[config.mk]
export PLATFORM = sky130hd
export DESIGN_NAME = router_pkt_tx
export DESIGN_NICKNAME = d
export VERILOG_FILES = /design/src/rtl/router_pkg.sv /design/src/rtl/router_tx_buf.sv /design/src/rtl/router_pkt_tx.sv
export SDC_FILE = /design/constraint.sdc
export NUM_CORES = 1
export LEC_CHECK = 0
export BUFFER_PORTS_ARGS = -buffer_cell sky130_fd_sc_hd__buf_2
export CORE_MARGIN = 2
export CORE_UTILIZATION = 50
export CTS_BUF_LIST = sky130_fd_sc_hd__clkbuf_8
export CTS_CLUSTER_DIAMETER = 200
export DETAILED_ROUTE_END_ITERATION = 10
export PLACE_DENSITY = 0.66
export SYNTH_ARGS = -nofsm -noshare
export SYNTH_HDL_FRONTEND = slang
export SYNTH_SLANG_ARGS = --single-unit
[constraint.sdc]
create_clock -name clock -period 4.8 [get_ports clock]
set_clock_uncertainty 0.2 [all_clocks]
set_input_delay 0.72 -clock clock [delete_from_list [all_inputs] [get_ports clock]]
set_output_delay 0.72 -clock clock [all_outputs]
set_load 0.01 [all_outputs]
[src/rtl/router_pkg.sv]
// Shared definitions for the router packet source.
//   ADDR_W / LEN_W / DATA_W : field widths of the router packet format
//   ADDR_INVALID            : destination code that has no router output port
//   tx_state_t              : transmit sequencer states
//   make_header()           : builds the header byte {len, addr}
package router_pkg;

    localparam int ADDR_W = 2;
    localparam int LEN_W  = 6;
    localparam int DATA_W = 8;

    localparam logic [ADDR_W-1:0] ADDR_INVALID = 2'b11;

    typedef enum logic [2:0] {
        IDLE,
        FILL,
        HEADER,
        PAYLOAD,
        PARITY,
        GAP
    } tx_state_t;

    function automatic logic [DATA_W-1:0] make_header(
        input logic [LEN_W-1:0]  len,
        input logic [ADDR_W-1:0] addr
    );
        return {len, addr};
    endfunction

endpackage

[src/rtl/router_tx_buf.sv]
// Payload staging buffer for router_pkt_tx.
// One entry per possible payload byte, written as bytes arrive from the local
// stream and read back during transmission. Storage is not reset: the write
// pointer restarts at 0 for each packet, so stale contents are never read.
//   clock   : rising-edge clock
//   wr_en   : write wr_data into entry wr_addr at the next edge
//   wr_addr : write index
//   wr_data : byte to store
//   rd_addr : read index
//   rd_data : contents of entry rd_addr (combinational read)
module router_tx_buf #(
    parameter int DATA_W = 8,
    parameter int LEN_W  = 6
) (
    input  logic              clock,
    input  logic              wr_en,
    input  logic [LEN_W-1:0]  wr_addr,
    input  logic [DATA_W-1:0] wr_data,
    input  logic [LEN_W-1:0]  rd_addr,
    output logic [DATA_W-1:0] rd_data
);

    localparam int DEPTH = 2 ** LEN_W;

    logic [DATA_W-1:0] mem [DEPTH];

    always_ff @(posedge clock) begin
        if (wr_en) begin
            mem[wr_addr] <= wr_data;
        end
    end

    assign rd_data = mem[rd_addr];

endmodule

[src/rtl/router_pkt_tx.sv]
// Packet source driving the 1x3 router input port.
// A request (destination, payload length) is accepted in IDLE, the whole
// payload is collected from the local byte stream, then header, payload and
// parity are sent on pkt_valid/data_out, holding each byte while busy is high.
//   clock, reset   : clock and synchronous active-high reset
//   pkt_req/addr/len : packet request, sampled in IDLE only
//   pkt_ack, req_err : one-cycle accept / reject pulses
//   pl_data/valid/ready : local payload byte stream
//   busy           : router back-pressure
//   pkt_valid, data_out : router input port
//   tx_active      : sequencer not idle
//   tx_done        : one-cycle pulse after the parity byte is consumed
module router_pkt_tx #(
    parameter int DATA_W     = 8,
    parameter int LEN_W      = 6,
    parameter int GAP_CYCLES = 2
) (
    input  logic              clock,
    input  logic              reset,
    input  logic              pkt_req,
    input  logic [1:0]        pkt_addr,
    input  logic [LEN_W-1:0]  pkt_len,
    output logic              pkt_ack,
    output logic              req_err,
    input  logic [DATA_W-1:0] pl_data,
    input  logic              pl_valid,
    output logic              pl_ready,
    input  logic              busy,
    output logic              pkt_valid,
    output logic [DATA_W-1:0] data_out,
    output logic              tx_active,
    output logic              tx_done
);

    import router_pkg::tx_state_t, router_pkg::make_header, router_pkg::ADDR_INVALID;
    import router_pkg::IDLE, router_pkg::FILL, router_pkg::HEADER;
    import router_pkg::PAYLOAD, router_pkg::PARITY, router_pkg::GAP;

    localparam int GAP_W = $clog2(GAP_CYCLES + 1);

    tx_state_t         state_reg, state_next;
    logic [1:0]        addr_reg, addr_next;
    logic [LEN_W-1:0]  len_reg, len_next;
    logic [LEN_W-1:0]  wr_ptr_reg, wr_ptr_next;
    logic [LEN_W-1:0]  rd_ptr_reg, rd_ptr_next;
    logic [DATA_W-1:0] parity_reg, parity_next;
    logic [GAP_W-1:0]  gap_cnt_reg, gap_cnt_next;
    logic              pkt_ack_reg, pkt_ack_next;
    logic              req_err_reg, req_err_next;
    logic              tx_done_reg, tx_done_next;

    logic              buf_wr_en;
    logic [DATA_W-1:0] buf_rd_data;
    logic [LEN_W-1:0]  last_idx;
    logic [DATA_W-1:0] header_byte;

    assign last_idx    = len_reg - LEN_W'(1);
    assign header_byte = make_header(len_reg, addr_reg);

    router_tx_buf #(
        .DATA_W (DATA_W),
        .LEN_W  (LEN_W)
    ) u_buf (
        .clock   (clock),
        .wr_en   (buf_wr_en),
        .wr_addr (wr_ptr_reg),
        .wr_data (pl_data),
        .rd_addr (rd_ptr_reg),
        .rd_data (buf_rd_data)
    );

    always_ff @(posedge clock) begin
        if (reset) begin
            state_reg   <= IDLE;
            addr_reg    <= '0;
            len_reg     <= '0;
            wr_ptr_reg  <= '0;
            rd_ptr_reg  <= '0;
            parity_reg  <= '0;
            gap_cnt_reg <= '0;
            pkt_ack_reg <= 1'b0;
            req_err_reg <= 1'b0;
            tx_done_reg <= 1'b0;
        end else begin
            state_reg   <= state_next;
            addr_reg    <= addr_next;
            len_reg     <= len_next;
            wr_ptr_reg  <= wr_ptr_next;
            rd_ptr_reg  <= rd_ptr_next;
            parity_reg  <= parity_next;
            gap_cnt_reg <= gap_cnt_next;
            pkt_ack_reg <= pkt_ack_next;
            req_err_reg <= req_err_next;
            tx_done_reg <= tx_done_next;
        end
    end

    always_comb begin
        state_next   = state_reg;
        addr_next    = addr_reg;
        len_next     = len_reg;
        wr_ptr_next  = wr_ptr_reg;
        rd_ptr_next  = rd_ptr_reg;
        parity_next  = parity_reg;
        gap_cnt_next = gap_cnt_reg;
        pkt_ack_next = 1'b0;
        req_err_next = 1'b0;
        tx_done_next = 1'b0;
        buf_wr_en    = 1'b0;

        case (state_reg)
            IDLE: begin
                if (pkt_req) begin
                    if (pkt_addr == ADDR_INVALID || pkt_len == '0) begin
                        req_err_next = 1'b1;
                    end else begin
                        addr_next    = pkt_addr;
                        len_next     = pkt_len;
                        // Parity accumulation starts from the header byte.
                        parity_next  = make_header(pkt_len, pkt_addr);
                        wr_ptr_next  = '0;
                        pkt_ack_next = 1'b1;
                        state_next   = FILL;
                    end
                end
            end
            FILL: begin
                // pl_ready is constantly high here, so pl_valid alone marks a transfer.
                if (pl_valid) begin
                    buf_wr_en   = 1'b1;
                    parity_next = parity_reg ^ pl_data;
                    wr_ptr_next = wr_ptr_reg + LEN_W'(1);
                    if (wr_ptr_reg == last_idx) begin
                        state_next = HEADER;
                    end
                end
            end
            HEADER: begin
                if (!busy) begin
                    rd_ptr_next = '0;
                    state_next  = PAYLOAD;
                end
            end
            PAYLOAD: begin
                if (!busy) begin
                    if (rd_ptr_reg == last_idx) begin
                        state_next = PARITY;
                    end else begin
                        rd_ptr_next = rd_ptr_reg + LEN_W'(1);
                    end
                end
            end
            PARITY: begin
                if (!busy) begin
                    gap_cnt_next = GAP_W'(GAP_CYCLES);
                    tx_done_next = 1'b1;
                    state_next   = GAP;
                end
            end
            GAP: begin
                // The counter is loaded with the gap length, so leaving at 1 gives
                // exactly GAP_CYCLES idle-line cycles.
                if (gap_cnt_reg <= GAP_W'(1)) begin
                    gap_cnt_next = '0;
                    state_next   = IDLE;
                end else begin
                    gap_cnt_next = gap_cnt_reg - GAP_W'(1);
                end
            end
            default: begin
                state_next = IDLE;
            end
        endcase
    end

    // Outputs depend only on registered state and buffer contents.
    always_comb begin
        pkt_valid = 1'b0;
        data_out  = '0;
        case (state_reg)
            HEADER: begin
                pkt_valid = 1'b1;
                data_out  = header_byte;
            end
            PAYLOAD: begin
                pkt_valid = 1'b1;
                data_out  = buf_rd_data;
            end
            PARITY: begin
                data_out = parity_reg;
            end
            default: begin
                pkt_valid = 1'b0;
                data_out  = '0;
            end
        endcase
    end

    assign pl_ready  = (state_reg == FILL);
    assign tx_active = (state_reg != IDLE);
    assign pkt_ack   = pkt_ack_reg;
    assign req_err   = req_err_reg;
    assign tx_done   = tx_done_reg;

endmodule
==> out/results.tsv, run 1 <==
stage	metric	value	unit
outcome	outcome	finished clean	
timing	setup_violations	0	
clock_network	post_cts_buffers	0	
power	sw_frac_of_total	23.8	%
clock_network	cts_sinks	554	
worst_setup_path	endpoint_kind	primary output	
timing	rsz0062_at_grt	false	
drt	drc	0	
power	seqPwrFrac	55.1	%
worst_setup_path	setup.worst_path.start_class	flip-flop	
power	p_switching	2.32	mW
drt	antenna_left	0	
floorplanning	io_pins	35	
layout	num-fill-cells	3423	
synthesis	syn_inst	1192	
power	power_frac_clock	38.0	%
global_routing	grt_max_degree	67	
layout	largest_reg_flops	512	
clock_network	post_cts_resized	0	
worst_setup_path	cp.required	3880	ps
clock_network	htreeDepth	3	
timing	final-max-slew-violation-count	0	
floorplanning	core	44000	um2
global_routing	grt_first_pass_wirelength	78300	um
clock_network	cts_buffers	89	
layout	nets	1304	
power	combPwrFrac	6.9	%
flow_run	cap_violations	0	
layout	final-instance-count-excl-fill	1938	
timing	layout_min_cycle_time	4320	ps
drt	route.vias.total	11831	
drt	dr.pass1.iters	7	
synthesis	synth_edf_count	512	
clock_network	cts_buffer_depth	3	
place	dpl_cell_area	23100	um2
global_routing	grt_use_total	23.3	%
layout	ff_latch_area	16200	um2
floorplanning	start_util	50.5	%
worst_hold_path	hold_class	input pin to flip-flop	
synthesis	syn_nets	1216	
timing	finalWorstSetupSlack	485	ps
power	p_leak	7.65	nW
global_routing	gr-total-overflow	0	
synthesis	ys_ff_latch	554	
floorplanning	die_area	46100	um2
drt	routed_wl	52700	um
layout	multi_input_area	5620	um2
synthesis	yosysWarnings	0	
timing	relSlewSlack	27.3	%
worst_setup_path	critPathKind	flip-flop to primary output	
drt	via_per_inst	6.10	
synthesis	ys_seq_area_share	73.0	%
layout	final_area	24700	um2
timing	layout_worst_path_cycle_share	89.9	%
timing	setup_tns	0	ps
synthesis	synth.avg_cell_area	18.6	um2
timing	worst_pin_slew	1090	ps
floorplanning	die-width	215	um
drt	drt_iter0_drc	1264	
layout	area_growth	11.2	%
global_routing	antenna_found_initial	0	
place	place.port_buffers	34	
floorplanning	fp.dieH	215	um
timing	hold_viol_final	0	
place	dp_hpwl	32500	um
power	p_int	7.43	mW
timing	max_freq	0.232	GHz
synthesis	synthFlopType	edfxtp_1	
clock_network	clk_pin_slew	60	ps
clock_network	insertion_delay	670	ps
synthesis	synth_area_leaders	edfxtp_1 69%, mux4_2 13%, dfxtp_1 3.8%	
synthesis	synth_area	22200	um2
worst_setup_path	crit_fanout	32	
clock_network	cts_tree	built	
synthesis	synth_cell_types	63	
synthesis	yosys.area.top_type	edfxtp_1	
layout	n_antenna_cell	0	
worst_setup_path	cp.arrival	3400	ps
place	gp_congestion	0.900	
synthesis	yosys.area.top_type_share	69.2	%
global_routing	grt_pass1_vias	11896	
power	ir_drop	0.210	mV
place	placed_cells	1781	
clock_network	cts_root_buf	clkbuf_8	
synthesis	synthArstFlopShare	0	%
clock_network	postCtsHoldBufs	0	
place	place_ws	1120	ps
power	p_per_area	395	nW/um2
drt	wl_per_cell	27.2	um
layout	drive_gt1_share	24.0	%
floorplanning	rows	77	
metal layers:
| layer | part of all wire (%) | GRT usage (%) |
|---|---|---|
| met1 | 42 | 33.2 |
| met2 | 47 | 35.4 |
| met3 | 8.5 | 5.53 |
| met4 | 3.2 | 8.26 |
| met5 | 0 | 0 |
worst max-delay path, cell delays in order (launching register included):
cell,delay [ps]
dfxtp_4,640
buf_12,320
buf_4,290
mux4_2,530
mux4_2,460
o21ai_1,140
o2111ai_1,110
buf_2,170
power by group through the flow:
stage	Sequential (mW)	Clock [mW]	Combinational (mW)
2_1_floorplan	5.45	0	0.453
3_5_place_dp	5.47	0	0.666
4_1_cts	5.37	3.76	0.669
3_3_place_gp	5.47	0	0.654
5_1_grt	5.38	3.96	0.735
6_report	5.38	3.70	0.671
cells in the mapped netlist, types with 9 or more instances:
cell,instances
a211oi_1,9
a21oi_1,43
a22oi_1,11
buf_2,22
buf_4,13
clkbuf_1,31
dfxtp_1,42
edfxtp_1,512
mux2i_1,40
mux4_2,129
nand2_1,28
nand3_1,13
nor2_1,109
nor2b_1,15
nor3b_1,10
o21ai_1,16
xnor2_1,12
final cells by class:
class | count | area share (%)
Sequential cell | 554 | 65.7
Multi-Input combinational cell | 557 | 22.7
Clock buffer | 91 | 5.07
Tap cell | 592 | 3.00
Timing Repair Buffer | 70 | 1.98
Clock inverter | 66 | 1.42
Inverter | 8 | 0.122
per-stage QoR:
step / power [mW] / hold WS (ps) / utilization [%]
2_1_floorplan: 5.90 / 260 / -
3_3_place_gp: 6.12 / 275 / 52.5
3_5_place_dp: 6.14 / 289 / 52.5
4_1_cts: 9.80 / 82.6 / 56.1
5_1_grt: 10.1 / 117 / 56.1
6_report: 9.75 / 124 / 56.1
final timing paths:
path / depth (start not counted) / slack, ps / to / start
setup / recovery: 7 / 480 / data_out[6] / flip-flop
hold reg to reg: 2 / 300 / addr_reg[1] / addr_reg[1]
setup reg to reg: 4 / 1170 / u_buf.mem[3][6] / state_reg[2]
hold / removal: 2 / 120 / tx_done / busy
cells by family (layout without fill, tap and decap cells):
kind of cell             after synthesis  count (layout)  share of synthesized area (%)
AO/OA/AOI/OAI                        133             133                           4.00
XOR/XNOR                              22              22                          0.991
adder cells (fa/ha/maj)                3               3                          0.169
buffers and inverters                 81             235                           1.71
flip-flops                           554             554                           73.0
multiplexers                         176             176                           15.2
AND/OR/NAND/NOR                      223             223                           4.91
placed cells by master, fill, tap and decap left out, drive strengths merged, types with 3 or more instances in the layout:
| cell type | n |
|---|---|
| xnor2 | 12 |
| nor4 | 3 |
| o21ai | 23 |
| a31oi | 3 |
| a221oi | 3 |
| nand3b | 4 |
| buf | 70 |
| nor2b | 15 |
| o2111ai | 4 |
| mux4 | 129 |
| nor3b | 11 |
| nand2 | 28 |
| nand3 | 13 |
| clkinv | 21 |
| nand4 | 8 |
| nand2b | 5 |
| mux2 | 7 |
| a211oi | 9 |
| clkbuf | 91 |
| nor2 | 109 |
| a22oi | 11 |
| a21oi | 43 |
| edfxtp | 512 |
| o211ai | 8 |
| o221ai | 6 |
| or2 | 5 |
| o22ai | 4 |
| nor3 | 9 |
| inv | 50 |
| or3 | 6 |
| dfxtp | 42 |
| a221o | 3 |
| mux2i | 40 |
| ha | 3 |
| xor2 | 8 |
Power figures use the tool's default switching activity.
==> run 2, diff against run 1 <==
--- a/config.mk
+++ b/config.mk
@@ -5,6 +5,7 @@
 export SDC_FILE = /design/constraint.sdc
 export NUM_CORES = 1
 export LEC_CHECK = 0
+export ABC_AREA = 1
 export BUFFER_PORTS_ARGS = -buffer_cell sky130_fd_sc_hd__buf_2
 export CORE_MARGIN = 2
 export CORE_UTILIZATION = 50
@@ -12,6 +13,7 @@
 export CTS_CLUSTER_DIAMETER = 200
 export DETAILED_ROUTE_END_ITERATION = 10
 export PLACE_DENSITY = 0.66
+export SLEW_MARGIN = 20
 export SYNTH_ARGS = -nofsm -noshare
 export SYNTH_HDL_FRONTEND = slang
 export SYNTH_SLANG_ARGS = --single-unit
==> run 2 against run 1 <==
Net effect: clock power hardly changed; maximum frequency is 2.9% higher; via count is 37% higher; sequential power is 0.7% higher; largest cell class unchanged; power is 2.1% higher; combinational power is 28% higher; cell area is 3.3% higher; critical path depth is 6 higher; setup slack better by 120 ps.
==> out/results.tsv, run 2 <==
stage	metric	value	unit	change
synthesis	yosysWarnings	0		unchanged
drt	wl_per_cell	20.8	um	-23%
global_routing	gr-total-overflow	0		unchanged
drt	routed_wl	59600	um	+13%
layout	n_antenna_cell	0		unchanged
clock_network	cts_sinks	554		unchanged
worst_setup_path	critPathMostFrequentCell	nand2_1		
worst_setup_path	crit_fanout	62		+94%
synthesis	yosys.area.top_type	edfxtp_1		
synthesis	synth-simple-area-share	23.9	%	+19 points
floorplanning	die-width	220	um	+2.5%
layout	final_cell_mix	719 x nand2_1, 512 x edfxtp_1, 436 x nand3_1		
floorplanning	core	46400	um2	+5.3%
power	p_leak	9.31	nW	+22%
place	gp_congestion	0.886		-1.6%
power	p_per_area	390	nW/um2	-1.2%
timing	rsz0062_at_grt	false		
global_routing	grt_first_pass_wirelength	90600	um	+16%
worst_hold_path	hold_class	input pin to flip-flop		
timing	whs	112	ps	-12.3 ps
timing	worst_pin_slew	1060	ps	-25.0 ps
floorplanning	io_pins	35		unchanged
global_routing	grt_max_degree	193		+190%
global_routing	grt_pass1_vias	15513		+30%
floorplanning	die_area	48500	um2	+5.2%
floorplanning	fp.dieH	220	um	+2.5%
clock_network	cts_root_buf	clkbuf_8		
timing	layout_min_cycle_time	4190	ps	-120 ps
global_routing	antenna_found_initial	0		unchanged
clock_network	clk_pin_slew	60	ps	about the same
worst_setup_path	cp.required	3880	ps	about the same
timing	final-max-slew-violation-count	0		unchanged
synthesis	muxShareOfSynthArea	0	%	-15 points
place	place.port_buffers	34		unchanged
power	p_int	7.42	mW	-0.21%
outcome	outcome	finished clean		
timing	relSlewSlack	29.2	%	+1.9 points
synthesis	synthTopCellsByCount	719 x nand2_1, 512 x edfxtp_1, 436 x nand3_1, 104 x nor2_1, 55 x inv_1		
synthesis	post_synth_xor_area_fraction	0.375	%	-0.62 points
synthesis	ys_seq_area_share	69.3	%	-3.6 points
clock_network	postCtsHoldBufs	0		unchanged
clock_network	post_cts_resized	0		unchanged
drt	dr.pass1.iters	5		-2
clock_network	cts_buffer_depth	3		unchanged
drt	via_per_inst	5.68		-6.9%
global_routing	grt_use_total	24.9	%	+1.6 points
layout	largest_reg_flops	512		unchanged
synthesis	ys_ff_latch	554		unchanged
layout	nets	2202		+69%
synthesis	yosys.area.top_type_share	65.7	%	-3.5 points
worst_setup_path	setup.worst_path.start_class	flip-flop		
worst_setup_path	cp.arrival	3270	ps	-130 ps
power	p_switching	2.54	mW	+9.6%
power	seqPwrFrac	54.4	%	-0.7 points
clock_network	htreeDepth	3		unchanged
floorplanning	start_util	50.4	%	about the same
clock_network	cts_buffers	88		-1.1%
clock_network	cts_tree	built		
worst_setup_path	critPathMaxStageDelay	370	ps	-270 ps
layout	drive_gt1_share	9.37	%	-15 points
synthesis	synth_adder_area_share	0.161	%	-0.0084 points
worst_setup_path	endpoint_kind	primary output		
clock_network	post_cts_buffers	0		unchanged
synthesis	synth_area	23400	um2	+5.3%
power	power_frac_clock	37.0	%	-1.0 points
drt	route.vias.total	16241		+37%
worst_setup_path	critPathKind	flip-flop to primary output		
worst_setup_path	crit_slowest_cell	dfxtp_4		
worst_hold_path	hold_depth	3		+1
synthesis	synth_compound_area_share	2.24	%	-1.8 points
timing	setup_tns	0	ps	unchanged
drt	drt_iter0_drc	1729		+37%
synthesis	yosysMostFrequentCell	nand2_1		
floorplanning	rows	79		+2.6%
synthesis	synth.avg_cell_area	10.9	um2	-41%
timing	hold_viol_final	0		unchanged
power	combPwrFrac	8.6	%	+1.7 points
clock_network	insertion_delay	680	ps	about the same
timing	layout_worst_path_cycle_share	87.4	%	-2.5 points
synthesis	synth_top_family_by_area	simple AND/OR/NAND/NOR gates		
synthesis	syn_nets	2166		+78%
flow_run	cap_violations	0		unchanged
timing	setup_violations	0		unchanged
worst_setup_path	reg2reg_depth	9		+5
worst_setup_path	path_cells	inv_6 > buf_12 > nand2_1 > nand3_1 > nand3_1 > nand2_1 > nand2_1 > nand3_1 > nand3_1 > nand2_1 > nand2_1 > nand2_1 > buf_2		
synthesis	synth_edf_count	512		unchanged
drt	drc	0		unchanged
drt	antenna_left	0		unchanged
power	ir_drop	0.307	mV	+46%
place	dp_hpwl	34700	um	+6.8%
layout	layout_commonest_cell	nand2_1		
synthesis	synth_cell_types	36		-43%
synthesis	syn_inst	2142		+80%
synthesis	synthArstFlopShare	0	%	unchanged
synthesis	synthFlopType	edfxtp_1		
power	sw_frac_of_total	25.5	%	+1.7 points
synthesis	synth_area_leaders	edfxtp_1 66%, nand2_1 12%, nand3_1 9.3%		
timing	max_freq	0.238	GHz	+2.9%
layout	area_growth	9.20	%	
power	power.total	9.96	mW	+2.1%
run 2: cell count changes in the layout (fill, tap and decap cells not counted), moves of 16 or more:
cell	previous run	this run
mux2i_1	40	0
mux4_2	129	0
inv_1	45	90
o21ai_0	7	27
o21ai_1	16	0
nand2_1	28	719
nand3_1	13	436
run 2: worst paths after layout:
path | start | endpoint | slack, ps
max reg2reg | state_reg[0] | u_buf.mem[51][7] | 1400
max | flip-flop | data_out[2] | 610
min | pkt_addr[0] | addr_reg[0] | 110
min reg2reg | gap_cnt_reg[0] | gap_cnt_reg[0] | 290
run 2: per-stage QoR:
step / area (um2) / worst slack, ps / std cells / utilization [%]
finish: 25500 / 605 / 2859 / 55.1
CTS: 25500 / 593 / 2859 / 55.1
global placement: 23900 / 1350 / 2695 / 51.6
detailed placement: 23900 / 1340 / 2695 / 51.6
global route: 25500 / 428 / 2859 / 55.1
floorplan: 23400 / 2470 / 2142 / -
run 2: cell type report:
type                       count  area [um2]
clock inverter                73         345
multi-input combinational   1405        6230
fill                        3897       20800
timing repair buffer          66         485
clock buffer                  91        1250
tap                          607         759
inverter                      63         244
sequential                   554       16200
run 2: power groups by stage:
stage | combinational (mW) | clock (mW) | sequential (mW)
final | 0.859 | 3.68 | 5.42
after global routing | 0.957 | 3.94 | 5.42
after CTS | 0.849 | 3.73 | 5.41
after detailed placement | 0.845 | 0 | 5.51
after global placement | 0.826 | 0 | 5.51
after floorplan | 0.571 | 0 | 5.50
run 2: cell families (layout without fill, tap and decap cells):
family,count (synthesis),in the layout
AND/OR/NAND/NOR,1297,1297
flip-flops,554,554
buffers and inverters,183,293
AO/OA/AOI/OAI,95,95
XOR/XNOR,10,10
adder cells (fa/ha/maj),3,3
run 2: metal layers:
metal | track usage [%] | wire, um | up-vias
met5 | 0 | 0 | -
met1 | 34.3 | 24400 | 7843
li1 | - | - | 7529
met4 | 10.2 | 2020 | 0
met2 | 39.5 | 28000 | 738
met3 | 4.38 | 5180 | 131
run 2: critical path: cells and delay by family (launching register included):
kind	cells	cell delay, ps
and+or+nand+nor	10	1350
DFF	1	370
buffers and inverters	3	830
==> run 3, diff against run 2 <==
--- a/config.mk
+++ b/config.mk
@@ -5,14 +5,13 @@
 export SDC_FILE = /design/constraint.sdc
 export NUM_CORES = 1
 export LEC_CHECK = 0
-export ABC_AREA = 1
 export BUFFER_PORTS_ARGS = -buffer_cell sky130_fd_sc_hd__buf_2
 export CORE_MARGIN = 2
-export CORE_UTILIZATION = 50
+export CORE_UTILIZATION = 30
 export CTS_BUF_LIST = sky130_fd_sc_hd__clkbuf_8
 export CTS_CLUSTER_DIAMETER = 200
 export DETAILED_ROUTE_END_ITERATION = 10
-export PLACE_DENSITY = 0.66
+export PLACE_DENSITY = 0.44
 export SLEW_MARGIN = 20
 export SYNTH_ARGS = -nofsm -noshare
 export SYNTH_HDL_FRONTEND = slang
==> run 3 against run 2 <==
Net effect: final cell count shrank 18%; hold slack got worse by 4.7 ps; combinational power fell by 18%; clock-buffer cell count increased by 5; critical endpoint unchanged; power fell by 0.38%; clock power grew 4%.
==> out/results.tsv, run 3 (synthesis results as in run 1) <==
stage	metric	value	unit	change
outcome	outcome	finished clean		
global_routing	grt_first_pass_wirelength	87500	um	-3.4%
worst_setup_path	endpoint_kind	primary output		
clock_network	htreeDepth	3		unchanged
global_routing	gr-total-overflow	0		unchanged
drt	dr.pass1.iters	6		+1
global_routing	grt_util_met1	22.1	%	-12 points
timing	worst_pin_slew	1090	ps	+27.3 ps
floorplanning	die-width	276	um	+25%
floorplanning	start_util	30.4	%	-20 points
layout	layout_commonest_cell	edfxtp_1		
timing	layout_worst_path_cycle_share	93.4	%	+6.0 points
drt	antenna_left	0		unchanged
global_routing	grt_util_met2	24.9	%	-15 points
layout	fin_util	34.9	%	-20 points
drt	wl_per_cell	25.7	um	+23%
power	p_per_area	389	nW/um2	-0.24%
layout	final_cell_mix	512 x edfxtp_1, 129 x mux4_2, 108 x nor2_1		
global_routing	met3_usage	3.06	%	-1.3 points
layout	largest_reg_flops	512		unchanged
drt	routed_wl	60300	um	+1.2%
timing	max_freq	0.223	GHz	-6.4%
global_routing	antenna_found_initial	1		+1
place	gp_congestion	0.768		-13%
drt	drc	0		unchanged
floorplanning	fp.dieH	276	um	+25%
worst_setup_path	critPathMaxStageDelay	770	ps	+400 ps
timing	setup_tns	0	ps	unchanged
clock_network	postCtsHoldBufs	0		unchanged
drt	via_per_inst	5.02		-12%
power	power.total	9.92	mW	-0.38%
global_routing	grt_use_total	15.8	%	-9.1 points
clock_network	clk_pin_slew	60	ps	about the same
global_routing	grt_max_degree	67		-65%
clock_network	insertion_delay	680	ps	about the same
clock_network	post_cts_resized	0		unchanged
global_routing	gr-max-usage-layer	met2		
worst_setup_path	crit_slowest_cell	dfxtp_4		
floorplanning	die_area	76300	um2	+57%
floorplanning	core	73100	um2	+58%
worst_hold_path	hold_class	input pin to flip-flop		
clock_network	cts_tree	built		
clock_network	cts_buffer_depth	3		unchanged
worst_setup_path	crit_fanout	27		-56%
worst_setup_path	cp.required	3880	ps	about the same
layout	final_area	25500	um2	-0.14%
layout	drive_gt1_share	26.1	%	+17 points
clock_network	cts_root_buf	clkbuf_8		
timing	relSlewSlack	27.1	%	-2.1 points
drt	drt_iter0_drc	1025		-41%
clock_network	post_cts_buffers	0		unchanged
place	dp_hpwl	38000	um	+9.6%
timing	setup_violations	0		unchanged
layout	nets	1337		-39%
worst_setup_path	path_cells	buf_12 > mux4_2 > mux2i_1 > a22oi_1 > o211ai_1 > o221ai_1 > buf_2		
timing	rsz0062_at_grt	false		
timing	layout_min_cycle_time	4480	ps	+288 ps
timing	final-max-slew-violation-count	0		unchanged
flow_run	cap_violations	0		unchanged
worst_setup_path	critPathKind	flip-flop to primary output		
power	p_leak	7.85	nW	-16%
timing	hold_viol_final	0		unchanged
worst_setup_path	cp.arrival	3560	ps	+290 ps
place	place.port_buffers	34		unchanged
floorplanning	io_pins	35		unchanged
drt	route.vias.total	11791		-27%
place	dpl_cell_area	23800	um2	-0.48%
global_routing	grt_pass1_vias	12057		-22%
worst_setup_path	setup.worst_path.start_class	flip-flop		
power	ir_drop	0.174	mV	-43%
clock_network	cts_buffers	93		+5.7%
layout	area_growth	14.8	%	
floorplanning	rows	99		+25%
clock_network	cts_sinks	554		unchanged
==> run 3: changes by cell type in the layout (fill, tap and decap cells not counted), sizes merged, moves of 6 or more <==
| cell | delta |
|---|---|
| nand2 | -696 |
| nand3 | -430 |
| mux4 | +129 |
| inv | -55 |
| mux2i | +40 |
| buf | +33 |
| nor2b | +15 |
| a22oi | +11 |
| nor3b | +11 |
| xnor2 | +11 |
| mux2 | +7 |
| a211oi | +6 |
| o221ai | +6 |
| or3 | +6 |
==> run 3: final timing paths <==
check / startpoint / to / cells past startpoint / slack [ps]
worst max-delay path: flip-flop / data_out[2] / 7 / 320
worst min-delay path: busy / tx_done / 2 / 110
worst max register to register: state_reg[1] / u_buf.mem[35][1] / 4 / 1350
worst min register to register: gap_cnt_reg[0] / gap_cnt_reg[0] / 2 / 290
==> run 3: stage by stage <==
step / cells / setup slack [ps] / hold slack, ps
finish: 2348 / 317 / 107
global route: 2348 / 131 / 91.7
CTS: 2347 / 211 / 47.2
detailed placement: 2177 / 975 / 287
global placement: 2177 / 905 / 276
floorplan: 1192 / 1880 / 260
==> run 3: final cells by class <==
type                            count  area, um2
Antenna cell                        1       2.50
Clock buffer                       96       1320
Clock inverter                     74        353
Fill cell                        6932      47600
Inverter                            8       30.0
Multi-Input combinational cell    557       5620
Sequential cell                   554      16200
Tap cell                          959       1200
Timing Repair Buffer               99        746
==> run 3: metal layers <==
layer	vias to the layer above	share of wire, %
met4	0	2.1
met1	6251	46
met3	80	5.2
li1	5096	-
met2	364	47
met5	-	0
==> run 3: report_power, final <==
group	leakage (nW)	switching, mW	internal [mW]
Combinational	1.92	0.462	0.240
Sequential	4.94	0.0513	5.32
Clock	0.988	1.93	1.92
==> run 3: critical path: cells and delay by family, from the launching register on <==
family                 cells  cell delay, ps
DFF                        1             770
AOI/OAI and AO/OA          3             540
buffers and inverters      2             470
muxes                      2            1060
